File: src/rtl/clk_freq_monitor.sv
`default_nettype none
// ============================================================================
// Module   : clk_freq_monitor
// Summary  : Counts rising edges of a generated clock over repeated sys-clock
//            windows once the MMCM is locked and settled; flags frequency and lock loss.
// Revision : 1.0 - initial release
// ============================================================================
module clk_freq_monitor #(
    parameter int GATE_CYCLES   = 1000,
    parameter int SETTLE_CYCLES = 64,
    parameter int EXP_COUNT     = 200,
    parameter int TOL           = 2,
    parameter int CNT_W         = 16,
    parameter int SYNC_STAGES   = 2
) (
    input  logic             i_sys_clk,
    input  logic             i_rst,
    input  logic             i_locked,
    input  logic             i_meas_clk,
    input  logic             i_clear,
    output logic [CNT_W-1:0] o_count,
    output logic             o_count_valid,
    output logic             o_freq_ok,
    output logic             o_lock_lost
);

    localparam int c_GATE_W = $clog2(GATE_CYCLES);
    localparam int c_SET_W  = $clog2(SETTLE_CYCLES + 1);

    localparam logic [c_GATE_W-1:0]     c_GATE_LAST = c_GATE_W'(GATE_CYCLES - 1);
    localparam logic [c_SET_W-1:0]      c_SET_LAST  = c_SET_W'(SETTLE_CYCLES - 1);
    localparam logic [CNT_W-1:0]        c_CNT_MAX   = '1;
    localparam logic signed [CNT_W+1:0] c_EXP       = (CNT_W+2)'(EXP_COUNT);
    localparam logic signed [CNT_W+1:0] c_TOL       = (CNT_W+2)'(TOL);

    typedef enum logic [1:0] {
        S_IDLE    = 2'd0,
        S_SETTLE  = 2'd1,
        S_MEASURE = 2'd2,
        S_REPORT  = 2'd3
    } state_t;

    state_t                  r_state;
    logic [SYNC_STAGES-1:0]  r_lock_sync;
    logic [SYNC_STAGES-1:0]  r_meas_sync;
    logic                    r_meas_d;
    logic [c_SET_W-1:0]      r_settle_cnt;
    logic [c_GATE_W-1:0]     r_gate_cnt;
    logic [CNT_W-1:0]        r_edge_cnt;

    logic                    w_locked_s;
    logic                    w_meas_s;
    logic                    w_rise;
    logic                    w_loss;
    logic signed [CNT_W+1:0] w_diff;
    logic signed [CNT_W+1:0] w_abs;
    logic                    w_in_tol;

    assign w_locked_s = r_lock_sync[SYNC_STAGES-1];
    assign w_meas_s   = r_meas_sync[SYNC_STAGES-1];
    assign w_rise     = w_meas_s & ~r_meas_d;
    assign w_loss     = ~w_locked_s && (r_state != S_IDLE);

    // Two guard bits keep the difference from wrapping for any counter value.
    assign w_diff   = $signed({2'b00, r_edge_cnt}) - c_EXP;
    assign w_abs    = (w_diff < 0) ? -w_diff : w_diff;
    assign w_in_tol = (w_abs <= c_TOL);

    always_ff @(posedge i_sys_clk or posedge i_rst) begin
        if (i_rst) begin
            r_state       <= S_IDLE;
            r_lock_sync   <= '0;
            r_meas_sync   <= '0;
            r_meas_d      <= 1'b0;
            r_settle_cnt  <= '0;
            r_gate_cnt    <= '0;
            r_edge_cnt    <= '0;
            o_count       <= '0;
            o_count_valid <= 1'b0;
            o_freq_ok     <= 1'b0;
            o_lock_lost   <= 1'b0;
        end else begin
            r_lock_sync   <= {r_lock_sync[SYNC_STAGES-2:0], i_locked};
            r_meas_sync   <= {r_meas_sync[SYNC_STAGES-2:0], i_meas_clk};
            r_meas_d      <= w_meas_s;
            o_count_valid <= 1'b0;

            // A fresh loss takes priority over a simultaneous clear.
            if (w_loss) begin
                o_lock_lost <= 1'b1;
            end else if (i_clear) begin
                o_lock_lost <= 1'b0;
            end

            if (w_loss) begin
                r_state   <= S_IDLE;
                o_freq_ok <= 1'b0;
            end else begin
                case (r_state)
                    S_IDLE: begin
                        if (w_locked_s) begin
                            r_settle_cnt <= '0;
                            r_state      <= S_SETTLE;
                        end
                    end
                    S_SETTLE: begin
                        if (r_settle_cnt == c_SET_LAST) begin
                            r_gate_cnt <= '0;
                            r_edge_cnt <= '0;
                            r_state    <= S_MEASURE;
                        end else begin
                            r_settle_cnt <= r_settle_cnt + 1'b1;
                        end
                    end
                    S_MEASURE: begin
                        if (w_rise && (r_edge_cnt != c_CNT_MAX)) begin
                            r_edge_cnt <= r_edge_cnt + 1'b1;
                        end
                        if (r_gate_cnt == c_GATE_LAST) begin
                            r_state <= S_REPORT;
                        end else begin
                            r_gate_cnt <= r_gate_cnt + 1'b1;
                        end
                    end
                    S_REPORT: begin
                        o_count       <= r_edge_cnt;
                        o_count_valid <= 1'b1;
                        o_freq_ok     <= w_in_tol;
                        r_gate_cnt    <= '0;
                        r_edge_cnt    <= '0;
                        r_state       <= S_MEASURE;
                    end
                    default: r_state <= S_IDLE;
                endcase
            end
        end
    end

endmodule
`default_nettype wire
File: config.mk
export PLATFORM = sky130hd
export DESIGN_NAME = clk_freq_monitor
export DESIGN_NICKNAME = d
export VERILOG_FILES = /design/src/rtl/clk_freq_monitor.sv
export SDC_FILE = /design/constraint.sdc
export NUM_CORES = 1
export LEC_CHECK = 0
export CORE_ASPECT_RATIO = 1.4
export CORE_MARGIN = 3
export CORE_UTILIZATION = 50
export CTS_CLUSTER_DIAMETER = 40
export DETAILED_ROUTE_END_ITERATION = 8
export GPL_TIMING_DRIVEN = 0
export PLACE_DENSITY = 0.8
export REMOVE_ABC_BUFFERS = 1
export SETUP_SLACK_MARGIN = 0.4
export SYNTH_ARGS = -nofsm -noshare
export SYNTH_HDL_FRONTEND = slang
export SYNTH_SLANG_ARGS = --single-unit
File: constraint.sdc
create_clock -name i_sys_clk -period 2.65 [get_ports i_sys_clk]
set_clock_uncertainty 0.05 [all_clocks]
set_input_delay 0.53 -clock i_sys_clk [delete_from_list [all_inputs] [get_ports i_sys_clk]]
set_output_delay 0.53 -clock i_sys_clk [all_outputs]
set_load 0.03 [all_outputs]
Yosys cells after proc, flatten, opt, wreduce, memory -nomap -nowiden. Cells that the tools add are included.

Add/sub/neg operators: 5. $lt $le $gt $ge: 2. Equality and inequality tests: 14. Muxes and demuxes: 21. Bitwise logic cells: 4. Reduce and logical (&&, ||, !) cells: 13.

Operator list (number): $pmux 16 s3 (1); $mux 16 (2); $pmux 10 s3 (1); $mux 10 (2); $le 18x3->1 const B (1); $mux 18 (1); $neg 17->18 (1); $lt 17x1->1 const B (1); $sub 16x8->17 const B (1); $add 16x1->16 const B (1); $ne 16x16->1 const B (1); $mux 7 (2); $pmux 7 s2 (1); $reduce_and 4->1 (3); $add 10x1->10 const B (1); $eq 10x10->1 const B (1); $ne 2x2->1 const B (5); $ne 3x3->1 const B (3); $mux 2 (4); $pmux 2 s4 (1); $reduce_bool 2->1 (4); $add 7x1->7 const B (1); $eq 7x6->1 const B (1); $mux 1 (6); other kinds (9) (13).

Bits in registers: 59. Bits of input ports: 5. Output and inout port bits: 19.

Logic depth before layout (Yosys ltp).
Word-level depth: 6. Depth in mapped cells: 9. Mapped depth without buffers: 8.

Worst setup path after synthesis. OpenSTA, ideal clock, no wires.

Path kind: register to register. From: register r_edge_cnt[3]. To: register o_freq_ok. Setup time: 0.103 ns. Arrival time: 2.097 ns. Required time: 2.497 ns. Path slack: 0.400 ns. Cell stages (with the launch flop): 10. Buffers on the path: 1. Period minus slack after synthesis: 2.250 ns. Cells stage by stage: dfrtp_1 > buf_6 > inv_1 > ha_1 > xor2_1 > nor4_2 > xnor2_1 > a2111oi_0 > a21oi_1 > o41ai_2.

Longest elaborated chain between the ends: 6. Elaborated cells between the ends (all ways): 7.

RTL lines: from (decl) (line 49) `logic [CNT_W-1:0] r_edge_cnt;`; from (signal assigned) (line 117) `r_edge_cnt <= r_edge_cnt + 1'b1;`; $sub 16x8->17 * (line 65) `assign w_diff = $signed({2'b00, r_edge_cnt}) - c_EXP;`; $neg 17->18 / $lt 17x1->1 (equally long branches) (line 66) `assign w_abs = (w_diff < 0) ? -w_diff : w_diff;`; $mux 18 * (line 66); $le 18x3->1 * (line 67) `assign w_in_tol = (w_abs <= c_TOL);`; $mux 1 * (line 99) `case (r_state)`; $mux 1 * (line 95) `if (w_loss) begin`; to (signal assigned) (line 128) `o_freq_ok <= w_in_tol;`; to (decl) (line 23) `output logic o_freq_ok,`.

Mark *: on every way between the ends. The rest lies on a longest branch, timed or not. The select of a mux whose other input is x is not followed. A chain may end at the register's enable or synchronous reset.

Final worst setup path.
From: register r_edge_cnt[1]. To: register o_freq_ok.

The elaborated chain is that of the path after synthesis.

==> flow_summary.json <==
{
  "status": "completed",
  "start_util": 0.519,
  "fmax_ghz": 0.452,
  "slew_headroom": 0.652,
  "cts_tree": "done",
  "end_kind": "flop",
  "n_antenna_cell": 0,
  "required_ns": 2.85,
  "io_buffer_count": 23,
  "yosys_warnings": 0,
  "cellPowerDensity_nw_per_um2": 435,
  "fin_crit_sh": 0.835,
  "ys_seq_area_frac": 0.452,
  "ir_drop_uv": 284,
  "ys_types": 51,
  "path_class": "flop to flop",
  "critPathMaxFanout": 7,
  "seq_area_um2": 1490,
  "drc": 0,
  "fin_crit_ns": 2.21,
  "internal_power_uw": 1330,
  "max_stage_delay_ns": 0.46,
  "design.core.area_um2": 6300,
  "n_fill_cell": 486,
  "routed_wl_um": 6680,
  "finalSetupViolations": 0,
  "tightest_slew_ns": 0.522,
  "place_congestion": 0.845,
  "syn_avg_cell_area_um2": 9.58,
  "synth_edf_count": 0,
  "synth-async-reset-ratio": 1.00,
  "cts-root-buf": "clkbuf_8",
  "p_leak_uw": 0.00170,
  "synthFlopType": "dfrtp_1",
  "worstPathArrival_ns": 2.41,
  "seqPwrFrac": 0.538,
  "fin_util": 0.629,
  "dpl.hpwl_um": 4240,
  "overflow": 0,
  "grt_pass1_vias": 2492,
  "die_area_um2": 7560,
  "yosysTopAreaCellShare": 0.452,
  "grt_pass1_wl_um": 11100,
  "start_kind": "flop",
  "worst_hold_slack_ns": 0.299,
  "synth_area_leaders": "dfrtp_1 45%, xnor2_1 5.1%, mux2_2 4.1%, nor2_1 4.0%, nand2_1 3.3%",
  "netlist_top_cells_count": "59 x dfrtp_1, 35 x nor2_1, 29 x nand2_1",
  "drt_iter0_markers": 214,
  "clockBufferDepth": 2,
  "post-synth-top-count-cell": "dfrtp_1",
  "hold_viol": 0,
  "num_rows": 34,
  "drive_above_1_share": 0.220,
  "wire_per_inst_um": 14.9,
  "ant_nets": 0,
  "final_nets": 386,
  "synthCells": 341,
  "vias": 2572,
  "dieHeight_um": 102,
  "rsz0062_at_grt": "yes",
  "viasPerCell": 5.72,
  "first_pass_iters": 4,
  "clock-sinks": 59,
  "cts_buffers": 9,
  "grt_usage": 0.190,
  "p_comb_frac": 0.037,
  "hold_class": "flop to flop",
  "path_clk_slew_ns": 0.07,
  "synth_area_leader_cell": "dfrtp_1",
  "crit_chain": "inv_1 -> ha_1 -> nand2_1 -> nor4_2 -> xnor2_1 -> a2111oi_1 -> a21oi_1 -> o41ai_2",
  "ios": 24,
  "ys_seq_elements": 59,
  "clock_latency_ns": 0.34,
  "grt_antenna_before_repair": 0,
  "area_growth_pct": 21.2,
  "cp_slowest_cell": "dfrtp_2",
  "grt_max_degree": 39,
  "hold_buffers": 0,
  "die_width_um": 74.3,
  "htree_levels": 3,
  "dp.cells": 415,
  "max-cap-violations": 0,
  "clock_power_share": 0.425,
  "finalSetupTns_ns": 0,
  "r2r_setup_slack_ns": 0.44,
  "net-switching-power_uw": 392,
  "final_max_slew_viol_count": 0,
  "final_cells": 450,
  "swShare": 0.228,
  "multiInputGateArea_um2": 1750,
  "syn_area_um2": 3270
}
-- area by class of cell --
type,instances,share of cell area
Sequential cell,59,0.376
Inverter,14,0.0133
Clock buffer,14,0.0411
Tap cell,72,0.0227
Clock inverter,2,0.00253
Multi-Input combinational cell,247,0.441
Timing Repair Buffer,42,0.104
-- routing by layer --
metal / vias to the layer above / global-route usage / routed length, µm
li1: 1244 / - / -
met1: 1237 / 0.222 / 2700
met2: 70 / 0.312 / 3490
met3: 21 / 0.0427 / 251
met4: 0 / 0.118 / 245
met5: - / 0 / 0
-- registers in the layout, indices dropped and copies added (netlist names) --
| name | flops |
|---|---|
| r_settle_cnt | 7 |
| r_lock_sync | 2 |
| o_count | 16 |
| o_freq_ok | 1 |
| o_count_valid | 1 |
| o_lock_lost | 1 |
| r_gate_cnt | 10 |
| r_meas_d | 1 |
| r_edge_cnt | 16 |
| r_state | 2 |
| r_meas_sync | 2 |
-- through the flow --
step | worst slack [ns] | instance area [µm²] | total power [µW]
3_5_place_dp | 0.00504 | 3480 | 1000
6_report | 0.438 | 3960 | 1720
4_1_cts | 0.376 | 3750 | 1740
5_1_grt | 0.317 | 3960 | 1800
3_3_place_gp | -0.414 | 3460 | 994
2_1_floorplan | 0.367 | 3140 | 975
-- logic make-up after synthesis --
logic type | Yosys count | share of synthesized area
buffers and inverters | 36 | 0.0555
AO/OA/AOI/OAI | 56 | 0.120
XOR/XNOR | 26 | 0.0697
adder cells (fa/ha/maj) | 8 | 0.0306
flip-flops | 59 | 0.452
AND/OR/NAND/NOR | 142 | 0.225
multiplexers | 14 | 0.0475
-- layout by cell type (no fill, tap or decap), types with 2 or more instances in the layout --
master,count
clkinv_2,2
mux2_2,12
xor2_1,6
buf_4,16
clkbuf_8,11
mux2i_1,2
and2_1,5
o21ai_0,20
o21bai_1,2
dfrtp_2,9
dfrtp_1,50
clkdlybuf4s50_1,23
a22o_1,3
nor2b_1,4
or2_2,2
nand4_1,7
xnor2_1,18
ha_1,6
nand3_1,10
nor3b_1,2
clkbuf_1,3
and3_2,2
a21oi_1,13
nor3_1,13
nand2b_1,3
nor4_2,3
or3_1,9
nor2_1,35
buf_12,3
nand2_1,29
inv_1,13
o22ai_1,4
and3_1,4
-- worst max-delay path, delay by kind of cell (launching register included) --
family / cells / cell delay (ns)
compound gates: 3 / 0.76
flops: 1 / 0.46
simple gates: 2 / 0.42
fa+ha+maj: 1 / 0.21
buf+inv: 1 / 0.12
xor+xnor: 1 / 0.10
-- path summary, 6_finish.rpt --
| check | startpoint | endpoint | cells past startpoint |
|---|---|---|---|
| max in group asynchronous | i_rst | r_edge_cnt[6] | 3 |
| min in group asynchronous | i_rst | o_count[8] | 2 |
| worst max-delay path | r_edge_cnt[1] | o_freq_ok | 8 |
| worst min register to register | r_lock_sync[0] | r_lock_sync[1] | 0 |
| worst max register to register | r_edge_cnt[1] | o_freq_ok | 8 |
| worst min-delay path | r_lock_sync[0] | r_lock_sync[1] | 0 |
-- power groups by stage --
| stage | clock network (µW) | registers, µW | logic [µW] |
|---|---|---|---|
| global route | 802 | 928 | 72.0 |
| global placement | 0 | 942 | 52.5 |
| floorplan | 0 | 942 | 33.7 |
| finish | 732 | 927 | 63.4 |
| detailed placement | 0 | 942 | 58.3 |
| CTS | 755 | 926 | 58.1 |
-- repair_timing --
action                     4_1_cts  5_1_grt
setup buffers                    6       12
gates cloned                     0        1
setup endpoints to repair       20       15
pin swaps                        1        8
gates resized for setup         10       24
No activity file was read; power rests on OpenSTA's default activity.
